--- src/rtl/alu_pkg.sv ---
// Shared opcode and state definitions for the sequential LEGv8 ALU.
// Latency: n/a (definitions only).
// Backpressure: n/a (definitions only).
package alu_pkg;

  // ctrl encodings (single-cycle ops keep the legacy datapath codes)
  localparam logic [3:0] OP_AND   = 4'b0000;
  localparam logic [3:0] OP_ORR   = 4'b0001;
  localparam logic [3:0] OP_ADD   = 4'b0010;
  localparam logic [3:0] OP_SUB   = 4'b0110;
  localparam logic [3:0] OP_PASSB = 4'b0111;
  localparam logic [3:0] OP_NOR   = 4'b1100;
  localparam logic [3:0] OP_MUL   = 4'b1000;
  localparam logic [3:0] OP_UDIV  = 4'b1010;

  // iterative core mode select
  localparam logic MODE_MUL = 1'b0;
  localparam logic MODE_DIV = 1'b1;

  typedef enum logic [1:0] {
    S_IDLE = 2'd0,
    S_MUL  = 2'd1,
    S_DIV  = 2'd2,
    S_DONE = 2'd3
  } state_t;

  // ops that go through the N-cycle shift/accumulate core
  function automatic logic is_iter(input logic [3:0] op);
    return (op == OP_MUL) || (op == OP_UDIV);
  endfunction

endpackage

--- src/rtl/alu_iter_core.sv ---
// Shared N-cycle datapath: shift-add MUL (low half, LSB first) and restoring UDIV (MSB first).
// Latency: start at edge t, last step at edge t+N; done/res are combinational during that last cycle.
// Backpressure: none; the caller must not restart while a run is in progress.
module alu_iter_core
  import alu_pkg::*;
#(
  parameter int N  = 64,
  parameter int CW = $clog2(N) + 1
) (
  input  logic         clk,
  input  logic         rst,
  input  logic         start,
  input  logic         mode,
  input  logic [N-1:0] a,
  input  logic [N-1:0] b,
  output logic         done,
  output logic [N-1:0] res
);

  // opx: multiplicand (shifts left) or divisor
  // opy: multiplier (shifts right) or dividend/quotient (shifts left)
  // acc: partial product or partial remainder
  logic          busy;
  logic          mode_q;
  logic [CW-1:0] cnt;
  logic [N-1:0]  opx, opy, acc;

  logic [N-1:0]  mul_acc_nxt;
  logic [N:0]    rem_sh, diff;
  logic          q_bit;
  logic [N-1:0]  rem_nxt, quo_nxt;

  // one step of either algorithm, evaluated every cycle
  always_comb begin
    mul_acc_nxt = acc + (opy[0] ? opx : '0);
    rem_sh      = {acc, opy[N-1]};
    diff        = rem_sh - {1'b0, opx};
    q_bit       = ~diff[N];
    rem_nxt     = q_bit ? diff[N-1:0] : rem_sh[N-1:0];
    quo_nxt     = {opy[N-2:0], q_bit};
    done        = busy && (cnt == CW'(N - 1));
    res         = (mode_q == MODE_DIV) ? quo_nxt : mul_acc_nxt;
  end

  // operand load on start, then exactly N steps
  always_ff @(posedge clk) begin
    if (rst) begin
      busy   <= 1'b0;
      mode_q <= MODE_MUL;
      cnt    <= '0;
      opx    <= '0;
      opy    <= '0;
      acc    <= '0;
    end else if (start) begin
      busy   <= 1'b1;
      mode_q <= mode;
      cnt    <= '0;
      opx    <= (mode == MODE_DIV) ? b : a;
      opy    <= (mode == MODE_DIV) ? a : b;
      acc    <= '0;
    end else if (busy) begin
      if (done) begin
        busy <= 1'b0;
        cnt  <= '0;
      end else begin
        cnt <= cnt + CW'(1);
      end
      if (mode_q == MODE_DIV) begin
        acc <= rem_nxt;
        opy <= quo_nxt;
      end else begin
        acc <= mul_acc_nxt;
        opx <= {opx[N-2:0], 1'b0};
        opy <= {1'b0, opy[N-1:1]};
      end
    end
  end

endmodule

--- src/rtl/alu_seq.sv ---
// Registered LEGv8 ALU with NZCV flags, iterative MUL (low half) and UDIV.
// Latency: single-cycle/illegal ops 1 cycle after accept, MUL/UDIV N+1 cycles after accept.
// Backpressure: one op in flight; in_ready only in IDLE, result and flags held while out_ready=0.
module alu_seq
  import alu_pkg::*;
#(
  parameter int N  = 64,
  parameter int CW = $clog2(N) + 1
) (
  input  logic         clk,
  input  logic         rst,
  input  logic         in_valid,
  output logic         in_ready,
  input  logic [N-1:0] a,
  input  logic [N-1:0] b,
  input  logic [3:0]   ctrl,
  output logic         out_valid,
  input  logic         out_ready,
  output logic [N-1:0] result,
  output logic         flag_n,
  output logic         flag_z,
  output logic         flag_c,
  output logic         flag_v,
  output logic         div0,
  output logic         illegal
);

  state_t        state, state_nxt;
  logic          accept;
  logic          load_sc, load_it;
  logic [3:0]    op_q;
  logic          bz_q;

  logic [N:0]    add_full, sub_full;
  logic [N-1:0]  sc_res;
  logic          sc_c, sc_v, sc_ill;

  logic          it_start, it_done;
  logic [N-1:0]  it_res, it_final;
  logic          it_div0;

  assign in_ready  = (state == S_IDLE);
  assign out_valid = (state == S_DONE);
  assign accept    = in_valid && in_ready;
  assign it_start  = accept && is_iter(ctrl);

  alu_iter_core #(
    .N  (N),
    .CW (CW)
  ) u_iter (
    .clk   (clk),
    .rst   (rst),
    .start (it_start),
    .mode  ((ctrl == OP_UDIV) ? MODE_DIV : MODE_MUL),
    .a     (a),
    .b     (b),
    .done  (it_done),
    .res   (it_res)
  );

  // single-cycle datapath and its C/V, straight from the live operands
  always_comb begin
    add_full = {1'b0, a} + {1'b0, b};
    sub_full = {1'b0, a} + {1'b0, ~b} + (N+1)'(1);
    sc_res   = '0;
    sc_c     = 1'b0;
    sc_v     = 1'b0;
    sc_ill   = 1'b0;
    case (ctrl)
      OP_AND:   sc_res = a & b;
      OP_ORR:   sc_res = a | b;
      OP_ADD: begin
        sc_res = add_full[N-1:0];
        sc_c   = add_full[N];
        sc_v   = (a[N-1] == b[N-1]) && (add_full[N-1] != a[N-1]);
      end
      OP_SUB: begin
        sc_res = sub_full[N-1:0];
        sc_c   = sub_full[N];
        sc_v   = (a[N-1] != b[N-1]) && (sub_full[N-1] != a[N-1]);
      end
      OP_PASSB: sc_res = b;
      OP_NOR:   sc_res = ~(a | b);
      default:  sc_ill = 1'b1;
    endcase
  end

  // UDIV by zero returns 0 even though the core still ran its N steps
  always_comb begin
    it_div0  = (op_q == OP_UDIV) && bz_q;
    it_final = it_div0 ? '0 : it_res;
  end

  // state register
  always_ff @(posedge clk) begin
    if (rst) state <= S_IDLE;
    else     state <= state_nxt;
  end

  // next state and output-register load strobes
  always_comb begin
    state_nxt = state;
    load_sc   = 1'b0;
    load_it   = 1'b0;
    case (state)
      S_IDLE: begin
        if (accept) begin
          if (ctrl == OP_MUL)       state_nxt = S_MUL;
          else if (ctrl == OP_UDIV) state_nxt = S_DIV;
          else begin
            state_nxt = S_DONE;
            load_sc   = 1'b1;
          end
        end
      end
      S_MUL, S_DIV: begin
        if (it_done) begin
          state_nxt = S_DONE;
          load_it   = 1'b1;
        end
      end
      S_DONE: begin
        if (out_ready) state_nxt = S_IDLE;
      end
      default: state_nxt = S_IDLE;
    endcase
  end

  // remember what the iterative op needs at completion
  always_ff @(posedge clk) begin
    if (rst) begin
      op_q <= OP_AND;
      bz_q <= 1'b0;
    end else if (accept) begin
      op_q <= ctrl;
      bz_q <= (b == '0);
    end
  end

  // result/flag registers, written once on entry to DONE
  always_ff @(posedge clk) begin
    if (rst) begin
      result  <= '0;
      flag_n  <= 1'b0;
      flag_z  <= 1'b0;
      flag_c  <= 1'b0;
      flag_v  <= 1'b0;
      div0    <= 1'b0;
      illegal <= 1'b0;
    end else if (load_sc) begin
      result  <= sc_res;
      flag_n  <= sc_res[N-1];
      flag_z  <= (sc_res == '0);
      flag_c  <= sc_c;
      flag_v  <= sc_v;
      div0    <= 1'b0;
      illegal <= sc_ill;
    end else if (load_it) begin
      result  <= it_final;
      flag_n  <= it_final[N-1];
      flag_z  <= (it_final == '0);
      flag_c  <= 1'b0;
      flag_v  <= 1'b0;
      div0    <= it_div0;
      illegal <= 1'b0;
    end else if (accept) begin
      // a new MUL/UDIV clears the sticky status of the previous op
      div0    <= 1'b0;
      illegal <= 1'b0;
    end
  end

endmodule

--- config.mk ---
export PLATFORM = sky130hd
export DESIGN_NAME = alu_seq
export DESIGN_NICKNAME = d
export VERILOG_FILES = /design/src/rtl/alu_pkg.sv /design/src/rtl/alu_iter_core.sv /design/src/rtl/alu_seq.sv
export SDC_FILE = /design/constraint.sdc
export NUM_CORES = 2
export LEC_CHECK = 0
export CAP_MARGIN = 25
export CORE_UTILIZATION = 40
export CTS_BUF_LIST = sky130_fd_sc_hd__clkbuf_4 sky130_fd_sc_hd__clkbuf_8
export DETAILED_ROUTE_END_ITERATION = 16
export GPL_TIMING_DRIVEN = 0
export PLACE_DENSITY_LB_ADDON = 0.25
export SETUP_SLACK_MARGIN = 0.2
export SLEW_MARGIN = 20
export SYNTH_ARGS = -nofsm -noshare
export SYNTH_HDL_FRONTEND = slang
export SYNTH_HIERARCHICAL = 1
export SYNTH_SLANG_ARGS = --single-unit
--- constraint.sdc ---
create_clock -name clk -period 6.83 [get_ports clk]
set_input_delay 0.683 -clock clk [delete_from_list [all_inputs] [get_ports clk]]
set_output_delay 0.683 -clock clk [all_outputs]
set_load 0.01 [all_outputs]
==> impl_metrics.yaml <==
placed_design:
  placement.io_buffers: 203
  dp_hpwl_um: 159900
  gp_congestion: 1.079
synth:
  post_synth_instance_area_um2: 35300
  async_flop_share: 0
  ys_dominant_reg_cell: "sky130_fd_sc_hd__dfxtp_1"
  ys_warn_count: 6
  synth.ff_latch_count: 277
  synth.area.top_cells: "sky130_fd_sc_hd__dfxtp_1 (16%), sky130_fd_sc_hd__ha_1 (12%), sky130_fd_sc_hd__a211oi_1 (7.9%), sky130_fd_sc_hd__a21oi_1 (6.2%), sky130_fd_sc_hd__nand2_1 (5.5%)"
  synth_cells: 4958
  synth_edf_count: 0
  synthesis.nets: 5435
  synthDominantCellAreaShare: 0.1571
  sequential_area_share_after_synthesis: 0.1571
  cell_type_contributing_the_most_total_cell_area_after_synthesis: "sky130_fd_sc_hd__dfxtp_1"
  syn_area_per_cell_um2: 7.120
  post_synth_num_cell_types: 110
floorplanning:
  die_x_um: 299.1
  floorplan.die.height_um: 299.1
  initial_cell_density_of_the_core: 0.4057
  core.rowCount: 108
  die_area_um2: 89450
  top_level_ports: 208
  fp.coreArea_um2: 87020
pwr:
  power_frac_seq: 0.245
  power_report.internal_total_mw: 4.347
  p_leak_nw: 15.82
  total_power_mw: 8.174
  p_sw_frac: 0.4682
  power_density_nw_per_um2: 203.6
  peak_supply_drop_mv: 0.1308
  p_sw_mw: 3.827
  power_share_of_the_clock_group: 0.230
  combinationalPowerShare: 0.525
global_routing:
  grt_start_max_net_pins: 13
  grt-ovfl-total: 0
  grt_antenna_before_repair: 5
  globalRouteTotalUtil: 0.4153
  via_count_of_the_first_global_routing_pass: 39740
  wire_length_of_the_first_global_routing_pass_um: 273700
finish:
  drive_above_1_share: 0.04567
  area_growth_syn_to_layout_pct: 13.72
  filler_cell_count_in_the_final_layout: 9149
  final_util: 0.4613
  commonest_non_fill_non_tap_cells_in_the_layout: "sky130_fd_sc_hd__nand2_1 (513), sky130_fd_sc_hd__a21oi_1 (436), sky130_fd_sc_hd__nor2_1 (398), sky130_fd_sc_hd__a211oi_1 (372), sky130_fd_sc_hd__ha_1 (337)"
  ff_latch_area_um2: 5545
  mostFrequentLayoutCell: "sky130_fd_sc_hd__nand2_1"
  finalNetCount: 5697
  multi_input_comb_area_um2: 27390
sta:
  layout_min_cycle_time_ns: 6.637
  setup_viol_count_final: 0
  max_freq_mhz: 150.7
  fin_tns_setup_ns: 0
  worst_slew_pin_slew_ns: 1.228
  fin_crit_sh: 0.9717
  max-slew-margin-rel: 0.1816
  final.setup_skew_ns: 0.03615
  rsz0062_at_grt: "false"
  finalHoldViolations: 0
  report.final.slew_viol_count: 0
clock_network:
  root_buffer: "sky130_fd_sc_hd__clkbuf_8"
  clock_tree_from_tritoncts: "built"
  cts_htree_levels: 2
  post_cts_clock_slew_at_the_launch_and_capture_registers_of_the_worst_setup_and_hold_paths_ns: 0.07
  cts-root-to-sink-buffers: 3
  cts-hold-fix-buffers: 0
  cts-buffers-inserted: 46
  clock_sinks: 277
  clkLatencyLatePin_ns: 0.63
critical_path:
  worst-endpoint-arrival_ns: 7.17
  cpLargestDelayFamily: "compound AO/OA/AOI/OAI gates"
  cpPeakStageDelay_ns: 0.87
  path_cells: "clkdlybuf4s50_1, inv_1, fa_1, nor2b_1, o21ai_0, a2111oi_1, o21ai_1, o211ai_1, a41o_1, a221o_1, nor2_1, o2111ai_1, a2111oi_1, nand4_1, nor4_1, or4b_1, o32ai_2"
  most_common_cell_on_crit_path: "sky130_fd_sc_hd__a2111oi_1"
  path_class: "input pin to register"
  worstSetupEndpointType: "register"
  nature_of_the_critical_path_startpoint: "input pin"
  worstPathMaxFanout: 6
  worst_path_max_delay_cell: "sky130_fd_sc_hd__clkdlybuf4s50_1"
  critPathRequiredTime_ns: 7.36
  path_buf_inv: 2
status:
  run_status: "completed"
routing:
  final_antenna_net_count: 0
  initialDrtViolationCount: 5266
  route.final.wire_length_um: 194200
  viasPerCell: 6.574
  drc: 0
  detail_route.first_pass.iterations: 10
  wire_per_inst_um: 30.28
  dr_total_vias: 42160
worst_hold_path:
  worstHoldPathType: "register to register"
job:
  maxCapViolCount: 0
-- area by class of cell --
class                   count  share of cell area
well taps                1155             0.03600
inverters                 298             0.02786
diodes                      3           0.0001870
clock inverters            17            0.007355
flip-flops and latches    277              0.1381
multi-input cells        4040              0.6823
clock buffers              66             0.02122
plain buffers             343             0.03391
repair buffers            214             0.05304
-- tightest hold or removal path, stage by stage (launching register included) --
cell and delay (ns):
sky130_fd_sc_hd__dfxtp_1 0.32, sky130_fd_sc_hd__nand2_1 0.06, sky130_fd_sc_hd__a31oi_1 0.03
-- state kept, by name, summed over array words and instances (netlist names) --
name,flops
u_iter/acc,64
flag_c,1
u_iter/mode_q,1
op_q,4
bz_q,1
state,2
illegal,1
u_iter/busy,1
div0,1
u_iter/opx,64
u_iter/cnt,7
flag_z,1
result,64
u_iter/opy,64
flag_v,1
-- Yosys cell counts, types with 25 or more instances --
cell	instances
sky130_fd_sc_hd__nand2_1	513
sky130_fd_sc_hd__a211oi_1	372
sky130_fd_sc_hd__buf_2	26
sky130_fd_sc_hd__nor2_1	399
sky130_fd_sc_hd__ha_1	337
sky130_fd_sc_hd__dfxtp_1	277
sky130_fd_sc_hd__o211ai_1	58
sky130_fd_sc_hd__a21o_1	93
sky130_fd_sc_hd__o21a_1	37
sky130_fd_sc_hd__o31ai_1	44
sky130_fd_sc_hd__nand2b_1	25
sky130_fd_sc_hd__a221oi_1	52
sky130_fd_sc_hd__mux2_2	26
sky130_fd_sc_hd__and2_1	89
sky130_fd_sc_hd__buf_1	27
sky130_fd_sc_hd__nand3_1	97
sky130_fd_sc_hd__a311oi_1	25
sky130_fd_sc_hd__a21oi_1	437
sky130_fd_sc_hd__mux2i_1	181
sky130_fd_sc_hd__nor2b_1	25
sky130_fd_sc_hd__nand4_1	78
sky130_fd_sc_hd__o21ai_0	277
sky130_fd_sc_hd__inv_1	291
sky130_fd_sc_hd__clkbuf_1	283
sky130_fd_sc_hd__o21bai_1	43
sky130_fd_sc_hd__nor4_1	70
sky130_fd_sc_hd__nor3_1	84
sky130_fd_sc_hd__and3_1	62
sky130_fd_sc_hd__a31oi_1	53
sky130_fd_sc_hd__xnor2_1	97
sky130_fd_sc_hd__xor2_1	52
sky130_fd_sc_hd__a221o_1	44
-- path summary, 6_finish.rpt --
check / from / endpoint / slack [ns] / depth (start not counted)
worst min-delay path: u_iter/cnt[6]$_SDFFE_PP0P_ / u_iter/cnt[6]$_SDFFE_PP0P_ / 0.45 / 2
worst max-delay path: b[1] / flag_z$_SDFFE_PP0P_ / 0.19 / 17
worst min register to register: u_iter/cnt[6]$_SDFFE_PP0P_ / u_iter/cnt[6]$_SDFFE_PP0P_ / 0.45 / 2
worst max register to register: u_iter/opy[0]$_SDFFE_PP0P_ / flag_z$_SDFFE_PP0P_ / 0.27 / 22
-- routing by layer --
metal / global-route usage / wire (µm)
met1: 0.5334 / 77740
met2: 0.6385 / 82990
met3: 0.08299 / 19670
met4: 0.2541 / 13750
met5: 0 / 22
-- logic make-up after synthesis --
kind of cell	share of synthesized area
AOI/OAI and AO/OA	0.3458
and+or+nand+nor	0.2072
buffers and inverters	0.07004
adders and majority gates	0.1217
DFF	0.1571
muxes	0.06025
xor gates and xnor gates	0.03789
-- per-stage QoR --
stage | cells | area, µm² | hold slack, ns | setup WS (ns)
finish | 6413 | 40150 | 0.4546 | 0.1930
global route | 6411 | 40140 | 0.4754 | 0.1996
CTS | 6406 | 40050 | 0.4500 | 0.2278
detailed placement | 6323 | 38860 | 0.4406 | -0.5464
global placement | 6316 | 38780 | 0.4398 | -0.5789
floorplan | 4958 | 35300 | 0.4214 | 2.172
-- timing repair --
| action | 4_1_cts | 5_1_grt |
|---|---|---|
| resized for setup | 9 | 14 |
| pin swaps | 2 | 4 |
| buffers inserted | 0 | 2 |
| setup endpoints to repair | 1 | 1 |
-- power by group through the flow --
stage,sequential (mW),combinational [mW],clock (mW)
2_1_floorplan,1.95,2.48,0
3_3_place_gp,2.02,4.11,0
3_5_place_dp,2.01,4.10,0
4_1_cts,1.98,4.13,1.88
5_1_grt,2.00,4.49,1.95
6_report,2.00,4.29,1.88
Power figures use the tool's default switching activity.
